**src/rtl/imem_loader.sv**
```systemverilog
// rtl/imem_loader.sv - framed byte-stream program loader into imem
// Packs HDR/LEN/data/CSUM frames into 32-bit words and releases the CPU after a clean load.
module imem_loader #(
   parameter int          ADDR_W = 8,
   parameter int          DEPTH  = 256,
   parameter logic [7:0]  HDR    = 8'hA5
) (
   input  logic              clk,
   input  logic              reset,
   input  logic [7:0]        in_data,
   input  logic              in_valid,
   output logic              in_ready,
   output logic              imem_we,
   output logic [ADDR_W-1:0] imem_addr,
   output logic [31:0]       imem_wdata,
   output logic              cpu_reset,
   output logic              load_done,
   output logic              load_err,
   output logic [15:0]       words_loaded
);

   typedef enum logic [2:0] {
      IDLE, LEN_HI, LEN_LO, DATA, CSUM, DONE, ERR
   } state_t;

   localparam logic [16:0] DEPTH_L = 17'(DEPTH);

   state_t      state;
   logic [7:0]  len_hi;
   logic [15:0] n_words;
   logic [7:0]  xor_acc;
   logic [23:0] word_reg;
   logic [1:0]  byte_idx;
   logic [15:0] word_idx;
   logic        accept;
   logic [31:0] word_next;
   logic [16:0] n_next;

   assign accept    = in_valid & in_ready;
   assign word_next = {word_reg, in_data};
   assign n_next    = {1'b0, len_hi, in_data};

   always_ff @(posedge clk) begin
      if (reset) begin
         state        <= IDLE;
         len_hi       <= 8'h00;
         n_words      <= 16'h0000;
         xor_acc      <= 8'h00;
         word_reg     <= 24'h000000;
         byte_idx     <= 2'd0;
         word_idx     <= 16'h0000;
         in_ready     <= 1'b0;
         imem_we      <= 1'b0;
         imem_addr    <= '0;
         imem_wdata   <= 32'h0000_0000;
         cpu_reset    <= 1'b1;
         load_done    <= 1'b0;
         load_err     <= 1'b0;
         words_loaded <= 16'h0000;
      end else begin
         in_ready <= 1'b1;
         imem_we  <= 1'b0;
         if (accept) begin
            case (state)
               IDLE: begin
                  if (in_data == HDR) begin
                     state        <= LEN_HI;
                     words_loaded <= 16'h0000;
                  end
               end
               LEN_HI: begin
                  len_hi  <= in_data;
                  xor_acc <= in_data;
                  state   <= LEN_LO;
               end
               LEN_LO: begin
                  n_words  <= n_next[15:0];
                  xor_acc  <= xor_acc ^ in_data;
                  word_idx <= 16'h0000;
                  byte_idx <= 2'd0;
                  if (n_next > DEPTH_L) begin
                     state     <= ERR;
                     load_err  <= 1'b1;
                     load_done <= 1'b0;
                     cpu_reset <= 1'b1;
                  end else if (n_next == 17'd0) begin
                     state <= CSUM;
                  end else begin
                     state <= DATA;
                  end
               end
               DATA: begin
                  xor_acc  <= xor_acc ^ in_data;
                  word_reg <= word_next[23:0];
                  byte_idx <= byte_idx + 2'd1;
                  // The write is registered so it lands exactly one cycle after the 4th byte
                  if (byte_idx == 2'd3) begin
                     imem_we      <= 1'b1;
                     imem_addr    <= word_idx[ADDR_W-1:0];
                     imem_wdata   <= word_next;
                     words_loaded <= words_loaded + 16'd1;
                     word_idx     <= word_idx + 16'd1;
                     if (word_idx == n_words - 16'd1) begin
                        state <= CSUM;
                     end
                  end
               end
               CSUM: begin
                  if (in_data == xor_acc) begin
                     state     <= DONE;
                     load_done <= 1'b1;
                     load_err  <= 1'b0;
                     cpu_reset <= 1'b0;
                  end else begin
                     state     <= ERR;
                     load_err  <= 1'b1;
                     load_done <= 1'b0;
                     cpu_reset <= 1'b1;
                  end
               end
               DONE, ERR: begin
                  if (in_data == HDR) begin
                     state        <= LEN_HI;
                     cpu_reset    <= 1'b1;
                     load_done    <= 1'b0;
                     load_err     <= 1'b0;
                     words_loaded <= 16'h0000;
                  end
               end
               default: state <= IDLE;
            endcase
         end
      end
   end

endmodule

```
**config.mk**
```make
export PLATFORM = sky130hd
export DESIGN_NAME = imem_loader
export DESIGN_NICKNAME = d
export VERILOG_FILES = /design/src/rtl/imem_loader.sv
export SDC_FILE = /design/constraint.sdc
export NUM_CORES = 1
export LEC_CHECK = 0
export CAP_MARGIN = 40
export CORE_MARGIN = 4
export CORE_UTILIZATION = 40
export CTS_CLUSTER_DIAMETER = 40
export DETAILED_ROUTE_END_ITERATION = 10
export HOLD_SLACK_MARGIN = 0.02
export PLACE_DENSITY = 0.65
export SLEW_MARGIN = 25
export SYNTH_ARGS = -nofsm -noshare
export SYNTH_HDL_FRONTEND = slang
export SYNTH_SLANG_ARGS = --single-unit
```
**constraint.sdc**
```tcl
create_clock -name clk -period 3.5 [get_ports clk]
set_input_delay 0.7 -clock clk [delete_from_list [all_inputs] [get_ports clk]]
set_output_delay 0.7 -clock clk [all_outputs]
set_load 0.01 [all_outputs]
```
==> run metrics, run 1 <==
register-to-register setup slack=840 ps; asr flop ratio synth=0%; vias in the first global route=4853; # DRC=0; nets=831; drt pass-1 iters=4; unrepaired setup endpoints after global routing=no; max-cap violations=0; Lkg Pwr=2.59 nW; pin count of the biggest net entering global routing=64; Die Span X=130 µm; CP Capture Type=register; gr usage total=17.5%; number of buffers added for setup after CTS=0; hold_ws=452 ps; type of origin of the critical path=input port; post-synthesis cell type count=51; wire per inst=14.2 µm; Post-Synthesis Net Count=770; minimum clock period=2780 ps; syn_area_per_cell=7.91 µm²; share of cells above drive strength 1=7.37%; synthesized flop and latch total=138; number of flip-flops in the largest register=32; VDD IR max=379 µV; area occupied by multi-input gates=2980 µm²; Max FO, Critical Path=9; fmax=360 MHz; sequential cell area=2760 µm²; Detailed Place HPWL=9620 µm; CTS Hold Buffers Added=0; CTS tree=built; vias per cell=5.09; Num CTS Buffers=17; area of the die=16900 µm²; CORE AREA=14600 µm²; H-tree Lvls=4; # diodes=0; # IOs=72; reg2reg path depth=6; Syn-to-layout area delta=25.8%; total power=3.49 mW; GRT overflow=0; Req. time, crit path=3850 ps; root buffer cell=clkbuf_16; crit path DAT=3130 ps; R2R Path End=state[0]; Starting DRT DRC Count=259; # resized after CTS=0; Fin Clk Skew=6.41 ps; Initial Util=40.9%; height of the chip=130 µm; most common cell after layout, fill and taps aside=nand2_1; status=completed; global-route wire length before repair=23900 µm; YS warnings=0; Hold Path Depth=2; row count=44; most frequent cells in the layout=208 x nand2_1, 138 x dfxtp_1, 95 x a21oi_1; ys flop type=dfxtp_1; Final Max Slew Viols=0; final hold vios=0; clk slew on worst S/H paths=70 ps; Final setup viols=0; crit path from=in_data[1]; worst reg2reg path startpoint=n_words[0]; critical hold path startpoint=word_reg[21]; Tcrit/Tclk final=79.3%; final antenna-violating net count=0; clock latency on the worst-skew pair=420 ps; I/O Buffers=71; hold path endpoint=imem_wdata[29]; clock tree buffer depth=2; sequential fraction of the synthesis area=46.3%; final WL=14300 µm; clk sink count=138; Synth Cell Area=5960 µm²; cell count after synthesis=754; routability-driven placement congestion ratio=0.836; slew margin rel.=52.1%; Least-Margin Pin Slew=718 ps; Hold WC Path Type=reg2reg; via count=5148; post-route setup TNS=0 ps; critical path type=in2reg; Power Density=466 nW/µm²; initial antenna violation count=0; # fillers=1401; Post-synth EDFFs=0
==> report_power, final <==
group | total [mW] | switching (mW) | internal, mW
registers | 1.57 | 0.000883 | 1.57
logic | 0.0787 | 0.0518 | 0.0269
clock network | 1.84 | 0.763 | 1.08
==> metal layers <==
metal | GRT usage, % | vias to the layer above | part of all wire, % | wire length, µm
li1 | - | 2633 | - | -
met2 | 27.2 | 89 | 47 | 6690
met5 | 0 | - | 0 | 0
met4 | 5.20 | 0 | 0.82 | 118
met3 | 4.75 | 10 | 4.0 | 573
met1 | 24.0 | 2416 | 49 | 6970
==> through the flow <==
step                      worst slack [ps]  utilization [%]  cell area, µm²  std cells
after floorplan                        748                -            5960        754
after CTS                              734             51.4            7490       1011
after global placement                 311             47.1            6880        978
after detailed placement               298             47.2            6890        979
after global routing                   578             51.4            7500       1012
final                                  724             51.4            7500       1012
==> cells by family after synthesis <==
family | after synthesis | share of synthesized area, %
xor gates and xnor gates | 64 | 9.40
and+or+nand+nor | 346 | 25.2
muxes | 12 | 2.01
buffers and inverters | 59 | 3.76
adders and majority gates | 5 | 1.18
DFF | 138 | 46.3
AOI/OAI and AO/OA | 130 | 12.1
==> worst max-delay path by stage <==
stage | slack [ps] | cells after the start | endpoint
final | 720 | 7 | words_loaded[15]
after global routing | 580 | 7 | words_loaded[15]
after CTS | 730 | 7 | words_loaded[15]
after detailed placement | 300 | 7 | words_loaded[15]
after global placement | 310 | 7 | words_loaded[15]
after floorplan | 750 | 8 | words_loaded[15]
==> layout make-up <==
class                   instances  share of cell area (%)
flip-flops and latches        138                    36.8
clock buffers                  17                    5.67
repair buffers                 93                    11.9
clock inverters                15                    2.39
inverters                       8                   0.400
well taps                     184                    3.07
multi-input cells             557                    39.8
==> worst max-delay path: stages <==
cell             delay [ps]
clkdlybuf4s50_1         480
or4_1                   590
nor2_1                  190
o211ai_1                120
or3_1                   530
or3_1                   380
a21oi_1                 130
==> synth_stat cells (7+ instances only) <==
cell,instances,share of area (%)
nor3_1,15,1.3
nand2_1,208,13
clkbuf_1,48,3.0
dfxtp_1,138,46
a21oi_1,95,8.0
nor4_1,11,1.2
mux2i_1,12,2.0
xor2_1,18,2.6
inv_1,7,0.44
or3_1,10,1.0
and3_1,8,0.84
nand3_1,9,0.76
xnor2_1,46,6.8
nand4_1,12,1.3
o21ai_1,11,0.92
nor2_1,55,3.5
Power figures use the tool's default switching activity.
==> run 2, diff against run 1 <==
--- a/config.mk
+++ b/config.mk
@@ -11,7 +11,7 @@
 export CTS_CLUSTER_DIAMETER = 40
 export DETAILED_ROUTE_END_ITERATION = 10
 export HOLD_SLACK_MARGIN = 0.02
-export PLACE_DENSITY = 0.65
+export PLACE_DENSITY = 0.67
 export SLEW_MARGIN = 25
 export SYNTH_ARGS = -nofsm -noshare
 export SYNTH_HDL_FRONTEND = slang
==> constraint.sdc (replaced) <==
create_clock -name clk -period 2.55 [get_ports clk]
set_input_delay 0.51 -clock clk [delete_from_list [all_inputs] [get_ports clk]]
set_output_delay 0.51 -clock clk [all_outputs]
set_load 0.01 [all_outputs]
==> run metrics, run 2 (synthesis gave the netlist of run 1 again) <==
Hold WC Path Type=in2reg; Lkg Pwr=2.73 nW; Post-DP Area=7100 µm²; vias per cell=5.10; area of the die=16900 µm²; Final Max Slew Viols=0; nets=857; Inst Count DP=1006; CTS Hold Buffers Added=0; unrepaired setup endpoints after global routing=no; most frequent cells in the layout=208 x nand2_1, 138 x dfxtp_1, 94 x a21oi_1; Syn-to-layout area delta=29.4%; CTS tree=built; Final setup viols=0; Req. time, crit path=2890 ps; H-tree Lvls=4; Max FO, Critical Path=4; max-cap violations=0; clk slew on worst S/H paths=60 ps; GRT overflow=0; # DRC=0; crit path DAT=2760 ps; clk sink count=138; Die Span X=130 µm; slew margin rel.=70.9%; top sig layer=met4; height of the chip=130 µm; root buffer cell=clkbuf_16; met3 wire len=718 µm; Fin Clk Skew=11.1 ps; hold_ws=393 ps; Detailed Place HPWL=9790 µm; routability-driven placement congestion ratio=0.880; drt pass-1 iters=5; vias in the first global route=5067; I/O Buffers=71; VDD IR max=455 µV; Num CTS Buffers=17; post-route insts no fill=1038; Power Density=621 nW/µm²; pin count of the biggest net entering global routing=91; gr usage total=17.7%; wire per inst=14.0 µm; final hold vios=0; via count=5290; most common cell after layout, fill and taps aside=nand2_1; # IOs=72; # diodes=0; Tcrit/Tclk final=94.8%; Least-Margin Pin Slew=425 ps; row count=44; Starting DRT DRC Count=281; initial antenna violation count=0; minimum clock period=2420 ps; status=completed; clock tree buffer depth=2; post-route setup TNS=0 ps; global-route wire length before repair=24200 µm; Layout Cell Area excl Fill=7720 µm²; clock latency on the worst-skew pair=420 ps; final antenna-violating net count=0; share of cells above drive strength 1=10.3%; final WL=14500 µm; Initial Util=40.9%; CORE AREA=14600 µm²; Metal-1 WL=6860 µm; routed wl met2=6770 µm; CP Capture Type=register; number of flip-flops in the largest register=32; critical path type=reg2reg; fmax=414 MHz; type of origin of the critical path=register
-- run 2: layout make-up --
cell class	count	area, µm²
fill	1353	6870
tap	184	230
timing repair buffer	119	1100
sequential	138	2760
multi-input combinational	557	3000
clock buffer	20	437
clock inverter	12	165
inverter	8	30.0
-- run 2: report_power, final --
part	internal [mW]	total (mW)	switching [mW]
combinational	0.0431	0.116	0.0734
sequential	2.16	2.16	0.00112
clock	1.55	2.52	0.965
total	3.75	4.79	1.04
-- run 2: timing repair --
| item | in CTS | in global routing |
|---|---|---|
| resized for setup | 2 | 3 |
| setup buffers | 0 | 0 |
| setup endpoints to repair | 4 | 5 |
-- run 2: worst paths after layout --
path / from / end / slack, ps / cells after the start
max: n_words[1] / state[0] / 130 / 7
min: reset / n_words[10] / 390 / 2
max reg2reg: n_words[1] / state[0] / 130 / 7
min reg2reg: word_reg[19] / imem_wdata[27] / 460 / 2
-- run 2: critical path, stage by stage, from the launching register on --
cell and delay [ps]:
dfxtp_1 330, or4_1 530, or4_1 540, a21oi_2 160, o22ai_1 110, o41ai_2 340
buf_4 170, mux2i_1 160
-- run 2: metrics by stage --
step           worst slack (ps)  power, mW  utilization, %
5_1_grt                    35.2       4.94            52.9
4_1_cts                    15.3       4.84            52.8
6_report                    132       4.79            52.9
3_3_place_gp               -544       2.32            48.7
3_5_place_dp               -530       2.32            48.7
2_1_floorplan              10.9       2.27               -
-- run 2: per-layer routing --
metal | vias up | track usage [%]
li1 | 2701 | -
met3 | 16 | 5.12
met4 | 0 | 5.56
met2 | 105 | 28.3
met1 | 2468 | 23.2
met5 | - | 0
==> run 3, diff against run 2 <==
--- a/config.mk
+++ b/config.mk
@@ -9,6 +9,7 @@
 export CORE_MARGIN = 4
 export CORE_UTILIZATION = 40
 export CTS_CLUSTER_DIAMETER = 40
+export CTS_CLUSTER_SIZE = 10
 export DETAILED_ROUTE_END_ITERATION = 10
 export HOLD_SLACK_MARGIN = 0.02
 export PLACE_DENSITY = 0.67
==> results of run 3 <==
The final DEF is identical to that of run 2; final timing and power are the same.
